[src/rtl/subtractor_64bit_seq.sv]
// Multi-cycle 64-bit subtractor: inA - inB - inBorrow, one CHUNK_W slice per cycle, LSB first.
// Optional SUB64_FLAGS_EN adds registered zero/negative/signed-overflow flags.
module subtractor_64bit_seq #(
  parameter int CHUNK_W = 16
) (
  input  logic        clk,
  input  logic        rst,
  input  logic [63:0] inA,
  input  logic [63:0] inB,
  input  logic        inBorrow,
  input  logic        inValid,
  output logic        inReady,
  output logic [63:0] outDiff,
  output logic        outBorrow,
  output logic        outValid,
  input  logic        outReady
`ifdef SUB64_FLAGS_EN
  ,
  output logic        outZero,
  output logic        outNeg,
  output logic        outOverflow
`endif
);

  localparam int NUM_CHUNKS = 64 / CHUNK_W;
  localparam int IDX_W      = (NUM_CHUNKS > 1) ? $clog2(NUM_CHUNKS) : 1;

  // Handshakes: a transfer happens on a rising edge where valid && ready are both high;
  // inReady is high only in IDLE and outValid only in DONE, so accept and consume never coincide.
  typedef enum logic [1:0] {
    ST_IDLE = 2'd0,
    ST_BUSY = 2'd1,
    ST_DONE = 2'd2
  } state_t;

  state_t           state_q, state_d;
  logic [63:0]      a_q, a_d;
  logic [63:0]      b_q, b_d;
  logic             carry_q, carry_d;
  logic [IDX_W-1:0] idx_q, idx_d;
  logic [63:0]      diff_q, diff_d;
  logic             borrow_q, borrow_d;
  logic             in_ready_q, in_ready_d;
  logic             out_valid_q, out_valid_d;
`ifdef SUB64_FLAGS_EN
  logic             zero_q, zero_d;
  logic             neg_q, neg_d;
  logic             ovf_q, ovf_d;
`endif

  logic [CHUNK_W-1:0] slice_a;
  logic [CHUNK_W-1:0] slice_b;
  logic [CHUNK_W:0]   slice_sum;
  logic [63:0]        diff_merged;

  // Subtraction is done as A + ~B + ~borrow; the carry out of each slice feeds the next.
  always_comb begin
    slice_a     = '0;
    slice_b     = '0;
    for (int i = 0; i < NUM_CHUNKS; i++) begin
      if (idx_q == IDX_W'(i)) begin
        slice_a = a_q[i*CHUNK_W +: CHUNK_W];
        slice_b = b_q[i*CHUNK_W +: CHUNK_W];
      end
    end
    slice_sum   = {1'b0, slice_a} + {1'b0, ~slice_b} + (CHUNK_W+1)'(carry_q);
    diff_merged = diff_q;
    for (int i = 0; i < NUM_CHUNKS; i++) begin
      if (idx_q == IDX_W'(i)) begin
        diff_merged[i*CHUNK_W +: CHUNK_W] = slice_sum[CHUNK_W-1:0];
      end
    end
  end

  always_comb begin
    state_d     = state_q;
    a_d         = a_q;
    b_d         = b_q;
    carry_d     = carry_q;
    idx_d       = idx_q;
    diff_d      = diff_q;
    borrow_d    = borrow_q;
    in_ready_d  = in_ready_q;
    out_valid_d = out_valid_q;
`ifdef SUB64_FLAGS_EN
    zero_d      = zero_q;
    neg_d       = neg_q;
    ovf_d       = ovf_q;
`endif
    case (state_q)
      ST_IDLE: begin
        if (inValid && in_ready_q) begin
          a_d        = inA;
          b_d        = inB;
          carry_d    = ~inBorrow;
          idx_d      = '0;
          in_ready_d = 1'b0;
          state_d    = ST_BUSY;
        end
      end
      ST_BUSY: begin
        diff_d  = diff_merged;
        carry_d = slice_sum[CHUNK_W];
        if (idx_q == IDX_W'(NUM_CHUNKS - 1)) begin
          borrow_d    = ~slice_sum[CHUNK_W];
          out_valid_d = 1'b1;
          state_d     = ST_DONE;
`ifdef SUB64_FLAGS_EN
          zero_d      = (diff_merged == 64'd0);
          neg_d       = diff_merged[63];
          ovf_d       = (a_q[63] != b_q[63]) && (diff_merged[63] != a_q[63]);
`endif
        end else begin
          idx_d = idx_q + 1'b1;
        end
      end
      ST_DONE: begin
        if (outReady) begin
          out_valid_d = 1'b0;
          in_ready_d  = 1'b1;
          state_d     = ST_IDLE;
        end
      end
      default: begin
        out_valid_d = 1'b0;
        in_ready_d  = 1'b1;
        state_d     = ST_IDLE;
      end
    endcase
  end

  always_ff @(posedge clk) begin
    if (rst) begin
      state_q     <= ST_IDLE;
      a_q         <= '0;
      b_q         <= '0;
      carry_q     <= 1'b0;
      idx_q       <= '0;
      diff_q      <= '0;
      borrow_q    <= 1'b0;
      in_ready_q  <= 1'b1;
      out_valid_q <= 1'b0;
`ifdef SUB64_FLAGS_EN
      zero_q      <= 1'b0;
      neg_q       <= 1'b0;
      ovf_q       <= 1'b0;
`endif
    end else begin
      state_q     <= state_d;
      a_q         <= a_d;
      b_q         <= b_d;
      carry_q     <= carry_d;
      idx_q       <= idx_d;
      diff_q      <= diff_d;
      borrow_q    <= borrow_d;
      in_ready_q  <= in_ready_d;
      out_valid_q <= out_valid_d;
`ifdef SUB64_FLAGS_EN
      zero_q      <= zero_d;
      neg_q       <= neg_d;
      ovf_q       <= ovf_d;
`endif
    end
  end

  assign inReady   = in_ready_q;
  assign outDiff   = diff_q;
  assign outBorrow = borrow_q;
  assign outValid  = out_valid_q;
`ifdef SUB64_FLAGS_EN
  assign outZero     = zero_q;
  assign outNeg      = neg_q;
  assign outOverflow = ovf_q;
`endif

endmodule

[config.mk]
export PLATFORM = sky130hd
export DESIGN_NAME = subtractor_64bit_seq
export DESIGN_NICKNAME = d
export VERILOG_FILES = /design/src/rtl/subtractor_64bit_seq.sv
export SDC_FILE = /design/constraint.sdc
export NUM_CORES = 1
export LEC_CHECK = 0
export CAP_MARGIN = 10
export CORE_ASPECT_RATIO = 1.5
export CORE_MARGIN = 10
export CORE_UTILIZATION = 51
export CTS_CLUSTER_SIZE = 16
export DETAILED_ROUTE_END_ITERATION = 16
export PLACE_DENSITY = 0.77
export SLEW_MARGIN = 20
export SYNTH_ARGS = -nofsm -noshare
export SYNTH_HDL_FRONTEND = slang
export SYNTH_SLANG_ARGS = --single-unit
[constraint.sdc]
create_clock -name clk -period 5 [get_ports clk]
set_input_delay 1 -clock clk [delete_from_list [all_inputs] [get_ports clk]]
set_output_delay 1 -clock clk [all_outputs]
set_load 0.02 [all_outputs]
# Word-level counts from Yosys, hierarchy flattened
# Index checks and enable logic that the tools add are counted.
[op_classes]
n_bitwise = 5
mux = 23
n_addsub = 3
eq_ne = 9
n_reduce_logical = 14
[ops]
columns = ["op", "count"]
rows = [
  ["2-to-1 mux 16 bit", 8],
  ["adder 16 x 16 -> 17 bit", 1],
  ["adder 17 x 1 -> 17 bit", 1],
  ["NOT 16 bit", 1],
  ["AND reduction 2 bit", 6],
  ["AND reduction 3 bit", 4],
  ["2-to-1 mux 2 bit", 5],
  ["!= test 2 bit (second input constant)", 4],
  ["equality test 2 bit (second input constant)", 3],
  ["case mux 1 bit (3 select lines)", 2],
  ["case mux 2 bit (3 select lines)", 1],
  ["2-to-1 mux 1 bit", 5],
  ["equality test 2 x 1 -> 1 bit (second input constant)", 2],
  ["logical NOT 2 bit", 2],
  ["NOT 1 bit", 4],
  ["case mux 2 bit (2 select lines)", 1],
  ["adder 2 x 1 -> 2 bit (second input constant)", 1],
  ["case mux 1 bit (2 select lines)", 1],
  ["nonzero test 2 bit", 1],
  ["logical AND 1 bit", 1],
]
[totals]
regBits = 200
out_inout_bits = 67

# Longest topological paths before layout
# Gate-level depths: netlist of the first run.
[depth]
word_depth = 9
mapped_depth = 18

# Least setup slack after synthesis of the first run
# OpenSTA, ideal clock, no wires.
[synth_path]
path_kind = "reg-to-reg"
startpoint = "register idx_q[0]"
endpoint = "register diff_q[14], in the netlist outDiff[14]"
required_ps = 4869
t_arrival_ps = 3449
setup_slack_ps = 1420
n_path_buf = 2
path_stages_with_launch = 17
path_cell_list = "dfxtp_1 ha_1 clkbuf_1 clkbuf_1 nor2_1 a21oi_1 nor2_1 a21oi_1 o21ai_0 fa_1 fa_1 nand2b_1 a21oi_1 o21ai_1 a222oi_1 o211a_1 o31ai_1"
[synth_via]
elab_chain_cells = 8
elab_cells_between_ends = 16
cone_classes = "add/sub: 2; eq/ne: 3; mux: 8; bitwise: 1; reduce/logical: 2"
[synth_lines]
columns = ["item", "line_no", "source"]
rows = [
  ["start: declaration", "40", "logic [IDX_W-1:0] idx_q, idx_d;"],
  ["start signal: assignment", "153", "idx_q <= idx_d;"],
  ["logical NOT 2 bit", "61, 69", ""],
  ["2-to-1 mux 16 bit (4 in series)", "61", "if (idx_q == IDX_W'(i)) begin"],
  ["NOT 16 bit", "66", "slice_sum = {1'b0, slice_a} + {1'b0, ~slice_b} + (CHUNK_W+1)'(carry_q);"],
  ["adder 16 x 16 -> 17 bit", "66", ""],
  ["adder 17 x 1 -> 17 bit", "66", ""],
  ["end signal: assignment", "154", "diff_q <= diff_d;"],
  ["end: declaration", "41", "logic [63:0] diff_q, diff_d;"],
]
# Parallel ways exist; a longest one is shown, timed or not.
# A chain may end at the register's enable or synchronous reset.

# Worst setup path after layout of the first run
[layout_path]
startpoint = "register idx_q[0]"
endpoint = "register diff_q[31], in the netlist outDiff[31]"
[layout_via]
elab_chain_cells = 8
elab_cells_between_ends = 16
cone_classes = "add/sub: 2; eq/ne: 3; mux: 8; bitwise: 1; reduce/logical: 2"
[layout_lines]
columns = ["item", "line_no"]
rows = [
  ["logical NOT 2 bit", "61"],
  ["2-to-1 mux 16 bit (4 in series)", "61"],
  ["NOT 16 bit", "66"],
  ["adder 16 x 16 -> 17 bit", "66"],
  ["adder 17 x 1 -> 17 bit", "66"],
]
# Parallel ways exist; a longest one is shown, timed or not.

==> results of run 1 <==
-- final timing paths --
path	slack [ns]	cells past startpoint	endpoint	from
hold reg to reg	0.45	2	outDiff[22]$_SDFFE_PP0P_	outDiff[22]$_SDFFE_PP0P_
hold / removal	0.45	2	outDiff[22]$_SDFFE_PP0P_	outDiff[22]$_SDFFE_PP0P_
setup reg to reg	0.82	15	outDiff[31]$_SDFFE_PP0P_	idx_q[0]$_SDFFE_PP0P_
setup / recovery	0.82	15	outDiff[31]$_SDFFE_PP0P_	idx_q[0]$_SDFFE_PP0P_
-- routing by layer --
metal  global-route usage  vias to the layer above
met2               0.3902                      297
met3              0.04850                       44
met4              0.08809                        0
met1               0.2448                     3970
met5                    0                        -
li1                     -                     4422
-- registers in the layout, summed over array words and instances, names as in the netlist --
| signal | count |
|---|---|
| a_q | 64 |
| b_q | 64 |
| carry_q | 1 |
| idx_q | 2 |
| inReady | 1 |
| outBorrow | 1 |
| outDiff | 64 |
| outValid | 1 |
| state_q | 2 |
-- synth_stat cells (all sizes together), types with 3 or more instances --
library cell	n	area share
nand2	402	0.17
a21oi	233	0.13
dfxtp	200	0.44
nor2	71	0.029
clkbuf	58	0.024
buf	39	0.022
o21ai	36	0.020
mux2i	20	0.022
ha	19	0.026
nand3	17	0.0093
nor3	13	0.0071
o31ai	12	0.0099
a211oi	11	0.0091
inv	9	0.0037
a21o	8	0.0066
nor4	8	0.0055
xnor2	6	0.0058
a311o	5	0.0055
a32oi	5	0.0048
and3	5	0.0034
and4	5	0.0048
a211o	4	0.0038
a31oi	4	0.0027
a32o	4	0.0044
and2	4	0.0027
nand2b	4	0.0027
nor2b	4	0.0030
or3b	4	0.0038
nand3b	3	0.0025
o21bai	3	0.0025
-- power groups by stage --
stage               combinational [mW]  sequential (mW)  clock [mW]
CTS                              0.932             1.74        1.46
finish                           0.939             1.74        1.45
floorplan                        0.578             1.80           0
global route                      1.02             1.75        1.52
detailed placement               0.926             1.78           0
global placement                 0.916             1.78           0
-- cells by family (layout without fill, tap and decap cells) --
family	after synthesis	in the layout	share of synthesized area
compound gates	334	334	0.2073
xor+xnor	8	8	0.007694
fa+ha+maj	21	21	0.03050
buf+inv	106	250	0.04946
flops	200	200	0.4396
mux	20	20	0.02198
simple gates	544	544	0.2434
-- final cells by class --
class,instances,share of cell area
Inverter,9,0.002894
Timing Repair Buffer,209,0.1772
Clock buffer,18,0.03676
Sequential cell,200,0.3429
Tap cell,213,0.02283
Clock inverter,14,0.01758
Multi-Input combinational cell,927,0.3999
-- stage by stage --
step	utilization	cells	total power, mW	setup slack [ns]	cell area, um2
after floorplan	-	1233	2.375	1.420	9107
after global placement	0.6337	1558	2.692	1.031	11040
after detailed placement	0.6337	1558	2.706	0.8928	11040
after CTS	0.6701	1590	4.134	0.8469	11670
after global routing	0.6701	1590	4.298	0.4346	11670
final	0.6701	1590	4.133	0.8210	11670
-- worst min-delay path, delay by kind of cell (launching register included) --
family | cells | cell delay, ns
flops | 1 | 0.31
simple gates | 1 | 0.05
compound gates | 1 | 0.05
==> results_dict.tcl, run 1 <==
set metrics [dict create \
    filler_cell_count 1552 \
    period_needed_ns 4.179 \
    grt_max_degree 110 \
    vias_per_cell 5.492 \
    cp_top_family "compound AO/OA/AOI/OAI gates" \
    end_kind "flip-flop" \
    ys_warn_count 0 \
    drc 0 \
    dp_hpwl_mm 19.70 \
    synth_seq_cells 200 \
    finalMaxSlewViolations 0 \
    timing.fmax_mhz 239.3 \
    synth.net_count 1387 \
    dieArea_um2 23710 \
    grt_pass1_vias 8286 \
    clk_pin_slew_ns 0.08 \
    worstMarginPinSlew_ns 1.140 \
    area_growth_syn_to_layout_pct 28.19 \
    crit_path_frequent_cell "a21oi_1" \
    synth-edff-count 0 \
    multiInputGateArea_um2 4668 \
    path_cells "ha_2, buf_4, nand3b_1, a21oi_1, a21oi_1, nor2_1, a21oi_1, inv_1, ha_1, nor2b_2, o2111ai_1, a311o_1, a21oi_4, nor4_1, a211o_1" \
    powerDensity_nw_per_um2 354.0 \
    pwr-share-seq 0.422 \
    ys_types 49 \
    crit_type "flip-flop to flip-flop" \
    clk_path_buf_depth 2 \
    cap_violations 0 \
    p_leak_nw 4.369 \
    diodes 0 \
    async_flop_share 0 \
    io_buffers 199 \
    seqCellArea_um2 4004 \
    cts_buffers 17 \
    mostFrequentLayoutCell "nand2_1" \
    drive_gt1_frac 0.03704 \
    clockRootBuffer "clkbuf_16" \
    syn_inst 1233 \
    wl_met2_mm 13.53 \
    drtAntennaViolNets 0 \
    skew_ns 0.01641 \
    dr_total_vias 8733 \
    grt_pass1_wl_mm 41.89 \
    ys.flop_type "dfxtp_1" \
    ios 200 \
    die_h_um 183.7 \
    slowest_stage "ha_2" \
    pwr-share-comb 0.227 \
    row_count 59 \
    relSlewSlack 0.2403 \
    post_drt_wl_per_cell_um 17.00 \
    worst-path-max-fanout 35 \
    cts_sinks 200 \
    antenna_found_initial 0 \
    globalRouteOverflowTotal 0 \
    p_clk_frac 0.351 \
    cp-start-kind "flip-flop" \
    hold_path.class "flip-flop to flip-flop" \
    cpPeakStageDelay_ns 0.60 \
    worstSkewPairLatency_ns 0.44 \
    post-cts-setup-buffers 0 \
    hold_violations 0 \
    dr.pass1.iters 7 \
    layout_common_cells "401 x nand2_1, 231 x a21oi_1, 200 x dfxtp_1" \
    grt_usage 0.2190 \
    cts_tree "done" \
    finalSetupViolCount 0 \
    whs_ns 0.4521 \
    intPower_mw 2.830 \
    post_cts_resized 0 \
    fin_tns_setup_ns 0 \
    irDropWorstVdd_mv 0.2236 \
    p_sw_mw 1.303 \
    run_status "finished clean" \
    crit_buf_inv 2 \
    switching_share 0.3152 \
    syn_area_um2 9107 \
    rsz0062_at_grt "no" \
    postSynthAreaPerCell_um2 7.386 \
    gp_congestion 0.9267 \
    cts-htree-levels 4 \
    ys_seq_area_frac 0.4396 \
    initial_core_util 0.5228 \
    fp.dieW_um 129.1 \
    period_share 0.8358 \
    coreArea_um2 17420 \
    drt-met1-wl_mm 10.88 \
    nNetsFinal 1518 \
    worstPathArrival_ns 4.56 \
    highest_layer "met4" \
    required_ns 5.38 \
    drtIter0Drc 808 \
    wl_met3_mm 1.850 \
    hold_buffers 0 \
    totalWireLength_mm 27.02 \
]
No activity file was read; power rests on OpenSTA's default activity.
==> inputs of run 2 (changes only) <==
==> constraint.sdc (replaced) <==
create_clock -name clk -period 4 [get_ports clk]
set_input_delay 0.8 -clock clk [delete_from_list [all_inputs] [get_ports clk]]
set_output_delay 0.8 -clock clk [all_outputs]
set_load 0.02 [all_outputs]
==> run 2 against run 1 <==
Compared with the run above: worst setup slack got worse by 0.52 ns; die area did not move; clock-buffer cell count fell by 1; combinational power rose by 28%.
==> results_dict.tcl, run 2 (synthesis results as in run 1) <==
set metrics [dict create \
    timing.fmax_mhz 270.6 \
    cpPeakStageDelay_ns 0.45 \
    final_area_um2 11730 \
    drc 0 \
    total_power_mw 5.086 \
    path_cells "inv_1, ha_1, nand2_1, nor2_1, a21oi_1, nor2_1, a21oi_1, o21ai_0, fa_1, fa_1, nand2b_1, a21oi_1, o21ai_1, a222oi_1, o211a_1, o31ai_1" \
    r2r_cells 16 \
    cap_violations 0 \
    final_cell_count_no_fill 1599 \
    slowest_stage "fa_1" \
    dr.pass1.iters 5 \
    hold_depth 2 \
    dr_total_vias 8836 \
    busiest_layer "met2" \
    rsz0062_at_grt "no" \
    row_count 59 \
    dieArea_um2 23710 \
    crit_type "flip-flop to flip-flop" \
    grt_pass1_wl_mm 43.06 \
    hold_violations 0 \
    io_buffers 199 \
    post-cts-setup-buffers 0 \
    finalMaxSlewViolations 0 \
    clockRootBuffer "clkbuf_16" \
    worstSkewPairLatency_ns 0.44 \
    whs_ns 0.4547 \
    worstPathArrival_ns 3.99 \
    die_h_um 183.7 \
    finalSetupViolCount 0 \
    powerDensity_nw_per_um2 433.6 \
    totalWireLength_mm 27.75 \
    placed_cell_area_um2 11130 \
    cts_sinks 200 \
    crit_buf_inv 1 \
    multiInputGateArea_um2 4681 \
    globalRouteMet2Util 0.4036 \
    skew_ns 0.01341 \
    coreArea_um2 17420 \
    drtAntennaViolNets 0 \
    fin_tns_setup_ns 0 \
    filler_cell_count 1526 \
    mostFrequentLayoutCell "nand2_1" \
    p_leak_nw 4.401 \
    cp-start-kind "flip-flop" \
    crit_path_frequent_cell "a21oi_1" \
    clk_pin_slew_ns 0.08 \
    relSlewSlack 0.3094 \
    cp_top_family "compound AO/OA/AOI/OAI gates" \
    period_share 0.9240 \
    hold_path.class "flip-flop to flip-flop" \
    seqCellArea_um2 4004 \
    vias_per_cell 5.526 \
    area_growth_syn_to_layout_pct 28.80 \
    place_inst 1568 \
    clk_path_buf_depth 2 \
    cts_tree "done" \
    post_drt_wl_per_cell_um 17.35 \
    period_needed_ns 3.696 \
    drive_gt1_frac 0.04545 \
    irDropWorstVdd_mv 0.2316 \
    worstMarginPinSlew_ns 1.036 \
    nNetsFinal 1528 \
    worst_slack_ns 0.3040 \
    layout_common_cells "401 x nand2_1, 231 x a21oi_1, 200 x dfxtp_1" \
    grt_usage 0.2256 \
    dp_hpwl_mm 20.43 \
    drtIter0Drc 788 \
    gp_congestion 0.9495 \
    diodes 0 \
    cp.depth 16 \
    fin_util 0.6733 \
    fp.dieW_um 129.1 \
    ios 200 \
    run_status "finished clean" \
    globalRouteOverflowTotal 0 \
    cts_buffers 17 \
    required_ns 4.29 \
    grt_pass1_vias 8492 \
    initial_core_util 0.5228 \
    worst-path-max-fanout 5 \
    cts-htree-levels 4 \
    grt_use_met1 0.2551 \
    end_kind "flip-flop" \
    grt_max_degree 128 \
    antenna_found_initial 0 \
    dp_slack_ns 0.3753 \
    grt_util_met3 0.04994 \
]
-- run 2: metal layers --
| layer | up-vias | wire length [um] |
|---|---|---|
| met1 | 4054 | 11160 |
| met2 | 292 | 14150 |
| met4 | 0 | 682 |
| met3 | 44 | 1750 |
| li1 | 4446 | - |
| met5 | - | 0 |
-- run 2: worst min-delay path: stages, from the launching register on --
cell     delay [ns]
dfxtp_1        0.31
nand2_1        0.05
a21oi_1        0.05
-- run 2: layout make-up --
cell class                      instances  share of cell area
Timing Repair Buffer                  219              0.1838
Clock inverter                         14             0.01397
Sequential cell                       200              0.3413
Inverter                                9            0.002880
Tap cell                              213             0.02272
Clock buffer                           17             0.03627
Multi-Input combinational cell        927              0.3990
-- run 2: report_power, final --
part | leakage [nW] | switching (mW) | internal [mW]
Clock | 0.286 | 0.869 | 0.836
Combinational | 2.49 | 0.724 | 0.477
Sequential | 1.63 | 0.0694 | 2.11
-- run 2: worst paths after layout --
check | from | endpoint | slack, ns
min | b_q[60]$_SDFFE_PP0P_ | b_q[60]$_SDFFE_PP0P_ | 0.45
max reg2reg | idx_q[0]$_SDFFE_PP0P_ | outDiff[14]$_SDFFE_PP0P_ | 0.30
max | idx_q[0]$_SDFFE_PP0P_ | outDiff[14]$_SDFFE_PP0P_ | 0.30
min reg2reg | b_q[60]$_SDFFE_PP0P_ | b_q[60]$_SDFFE_PP0P_ | 0.45
-- run 2: timing repair --
| item | in CTS | in global routing |
|---|---|---|
| resized for setup | 0 | 2 |
| hold buffers | 0 | 0 |
| endpoints found under the setup margin | 0 | 5 |
==> inputs of run 3 (changes only) <==
--- a/config.mk
+++ b/config.mk
@@ -12,7 +12,7 @@
 export CTS_CLUSTER_SIZE = 16
 export DETAILED_ROUTE_END_ITERATION = 16
 export PLACE_DENSITY = 0.77
-export SLEW_MARGIN = 20
+export SLEW_MARGIN = 25
 export SYNTH_ARGS = -nofsm -noshare
 export SYNTH_HDL_FRONTEND = slang
 export SYNTH_SLANG_ARGS = --single-unit
==> run 3 against run 2 <==
Compared with the run above: combinational power is essentially flat; via count is 0.11% lower; die area unchanged; sequential cell count stayed put; sequential share of layout area is 0.058 points lower; register-to-register slack hardly changed; critical path depth unchanged; core utilization rose by 0.11 points; clock power is essentially flat; critical endpoint unchanged; largest power group unchanged; highest routed layer unchanged.
==> results_dict.tcl, run 3 (synthesis results as in run 1) <==
set metrics [dict create \
    run_status "finished clean" \
    wl_met3_mm 1.623 \
    initial_core_util 0.5228 \
    finalSetupViolCount 0 \
    worst_slack_ns 0.2899 \
    finalMaxSlewViolations 0 \
    worst-path-max-fanout 5 \
    switching_share 0.3268 \
    antenna_found_initial 0 \
    mostFrequentLayoutCell "nand2_1" \
    end_kind "flip-flop" \
    die_h_um 183.7 \
    coreArea_um2 17420 \
    cap_violations 0 \
    dieArea_um2 23710 \
    pwr-share-seq 0.428 \
    globalRouteOverflowTotal 0 \
    wl_met2_mm 14.10 \
    regToRegStartpoint "idx_q[0]$_SDFFE_PP0P_" \
    pwr-share-comb 0.237 \
    cts-htree-levels 4 \
    fin_tns_setup_ns 0 \
    fp.dieW_um 129.1 \
    drc 0 \
    hold_path.class "flip-flop to flip-flop" \
    dp_slack_ns 0.3753 \
    worstSkewPairLatency_ns 0.44 \
    vias_per_cell 5.516 \
    worst_hold_startpoint "b_q[60]$_SDFFE_PP0P_" \
    nNetsFinal 1529 \
    critPathLaunch "idx_q[0]$_SDFFE_PP0P_" \
    dr_total_vias 8826 \
    cp-start-kind "flip-flop" \
    grt_usage 0.2256 \
    highest_layer "met4" \
    hold_buffers 0 \
    rsz0062_at_grt "no" \
    dr.pass1.iters 5 \
    timing.fmax_mhz 269.5 \
    slowest_stage "fa_1" \
    relSlewSlack 0.3255 \
    row_count 59 \
    crit_path_frequent_cell "a21oi_1" \
    cts_buffers 17 \
    cpPeakStageDelay_ns 0.45 \
    p_leak_nw 4.411 \
    gp_congestion 0.9495 \
    path_cells "inv_1, ha_1, nand2_1, nor2_1, a21oi_1, nor2_1, a21oi_1, o21ai_0, fa_1, fa_1, nand2b_1, a21oi_1, o21ai_1, a222oi_1, o211a_1, o31ai_1" \
    cts_sinks 200 \
    filler_cell_count 1524 \
    drive_gt1_frac 0.04614 \
    skew_ns 0.01194 \
    clk_path_buf_depth 2 \
    diodes 0 \
    p_sw_mw 1.664 \
    post_drt_wl_per_cell_um 17.33 \
    p_clk_frac 0.335 \
    drtIter0Drc 725 \
    irDropWorstVdd_mv 0.2308 \
    clockRootBuffer "clkbuf_16" \
    grt_max_degree 128 \
    required_ns 4.29 \
    crit_type "flip-flop to flip-flop" \
    area_growth_syn_to_layout_pct 29.01 \
    drtAntennaViolNets 0 \
    intPower_mw 3.428 \
    grt_pass1_wl_mm 43.06 \
    totalWireLength_mm 27.72 \
    io_buffers 199 \
    dp_hpwl_mm 20.43 \
    layout_common_cells "401 x nand2_1, 231 x a21oi_1, 200 x dfxtp_1" \
    period_needed_ns 3.710 \
    period_share 0.9275 \
    post-cts-setup-buffers 0 \
    worstMarginPinSlew_ns 1.012 \
    cts_tree "done" \
    drt-met1-wl_mm 11.33 \
    worstPathArrival_ns 4.00 \
    grt_pass1_vias 8492 \
    powerDensity_nw_per_um2 433.3 \
    clk_pin_slew_ns 0.08 \
    hold_violations 0 \
    ios 200 \
]
[run 3: cell count changes in the layout (fill, tap and decap cells not counted)]
cell and delta:
buf_12 +1
[run 3: worst paths after layout]
| path | cells after the start | slack, ns | to |
|---|---|---|---|
| worst max register to register | 16 | 0.29 | outDiff[14]$_SDFFE_PP0P_ |
| worst min-delay path | 2 | 0.45 | b_q[60]$_SDFFE_PP0P_ |
| worst min register to register | 2 | 0.45 | b_q[60]$_SDFFE_PP0P_ |
| worst max-delay path | 16 | 0.29 | outDiff[14]$_SDFFE_PP0P_ |
[run 3: metal layers]
metal / track usage / up-vias
li1: - / 4445
met1: 0.2551 / 4067
met2: 0.4036 / 272
met3: 0.04994 / 42
met4: 0.07942 / 0
met5: 0 / -
[run 3: stage by stage]
step	hold WS [ns]	area, um2	util	power [mW]	std cells
finish	0.4548	11750	0.6744	5.092	1600
global placement	0.4407	11130	0.6388	3.393	1568
detailed placement	0.4467	11130	0.6388	3.409	1568
global route	0.4727	11750	0.6744	5.308	1600
floorplan	0.4360	9107	-	2.969	1233
CTS	0.4577	11720	0.6726	5.087	1599
[run 3: timing repair]
item                                    4_1_cts  5_1_grt
hold endpoints to repair                      0        0
gates resized for setup                       0        2
endpoints found under the setup margin        0        5
[run 3: final cells by class]
cell class                 instances  area, um2  area share
inverter                           9      33.78    0.002875
tap                              213      266.5     0.02268
clock buffer                      17      425.4     0.03620
sequential                       200       4004      0.3408
clock inverter                    14      163.9     0.01395
timing repair buffer             220       2176      0.1852
multi-input combinational        927       4681      0.3984
[run 3: power groups by stage]
| stage | Clock, mW | Combinational [mW] | Sequential [mW] |
|---|---|---|---|
| final | 1.70 | 1.21 | 2.18 |
| after floorplan | 0 | 0.723 | 2.25 |
| after CTS | 1.72 | 1.19 | 2.18 |
| after global placement | 0 | 1.17 | 2.22 |
| after global routing | 1.80 | 1.32 | 2.19 |
| after detailed placement | 0 | 1.18 | 2.23 |
[run 3: worst max-delay path, delay by kind of cell, from the launching register on]
family | cells | cell delay [ns]
buffers and inverters | 1 | 0.09
AOI/OAI and AO/OA | 8 | 1.58
DFF | 1 | 0.41
and+or+nand+nor | 4 | 0.36
adders and majority gates | 3 | 1.13
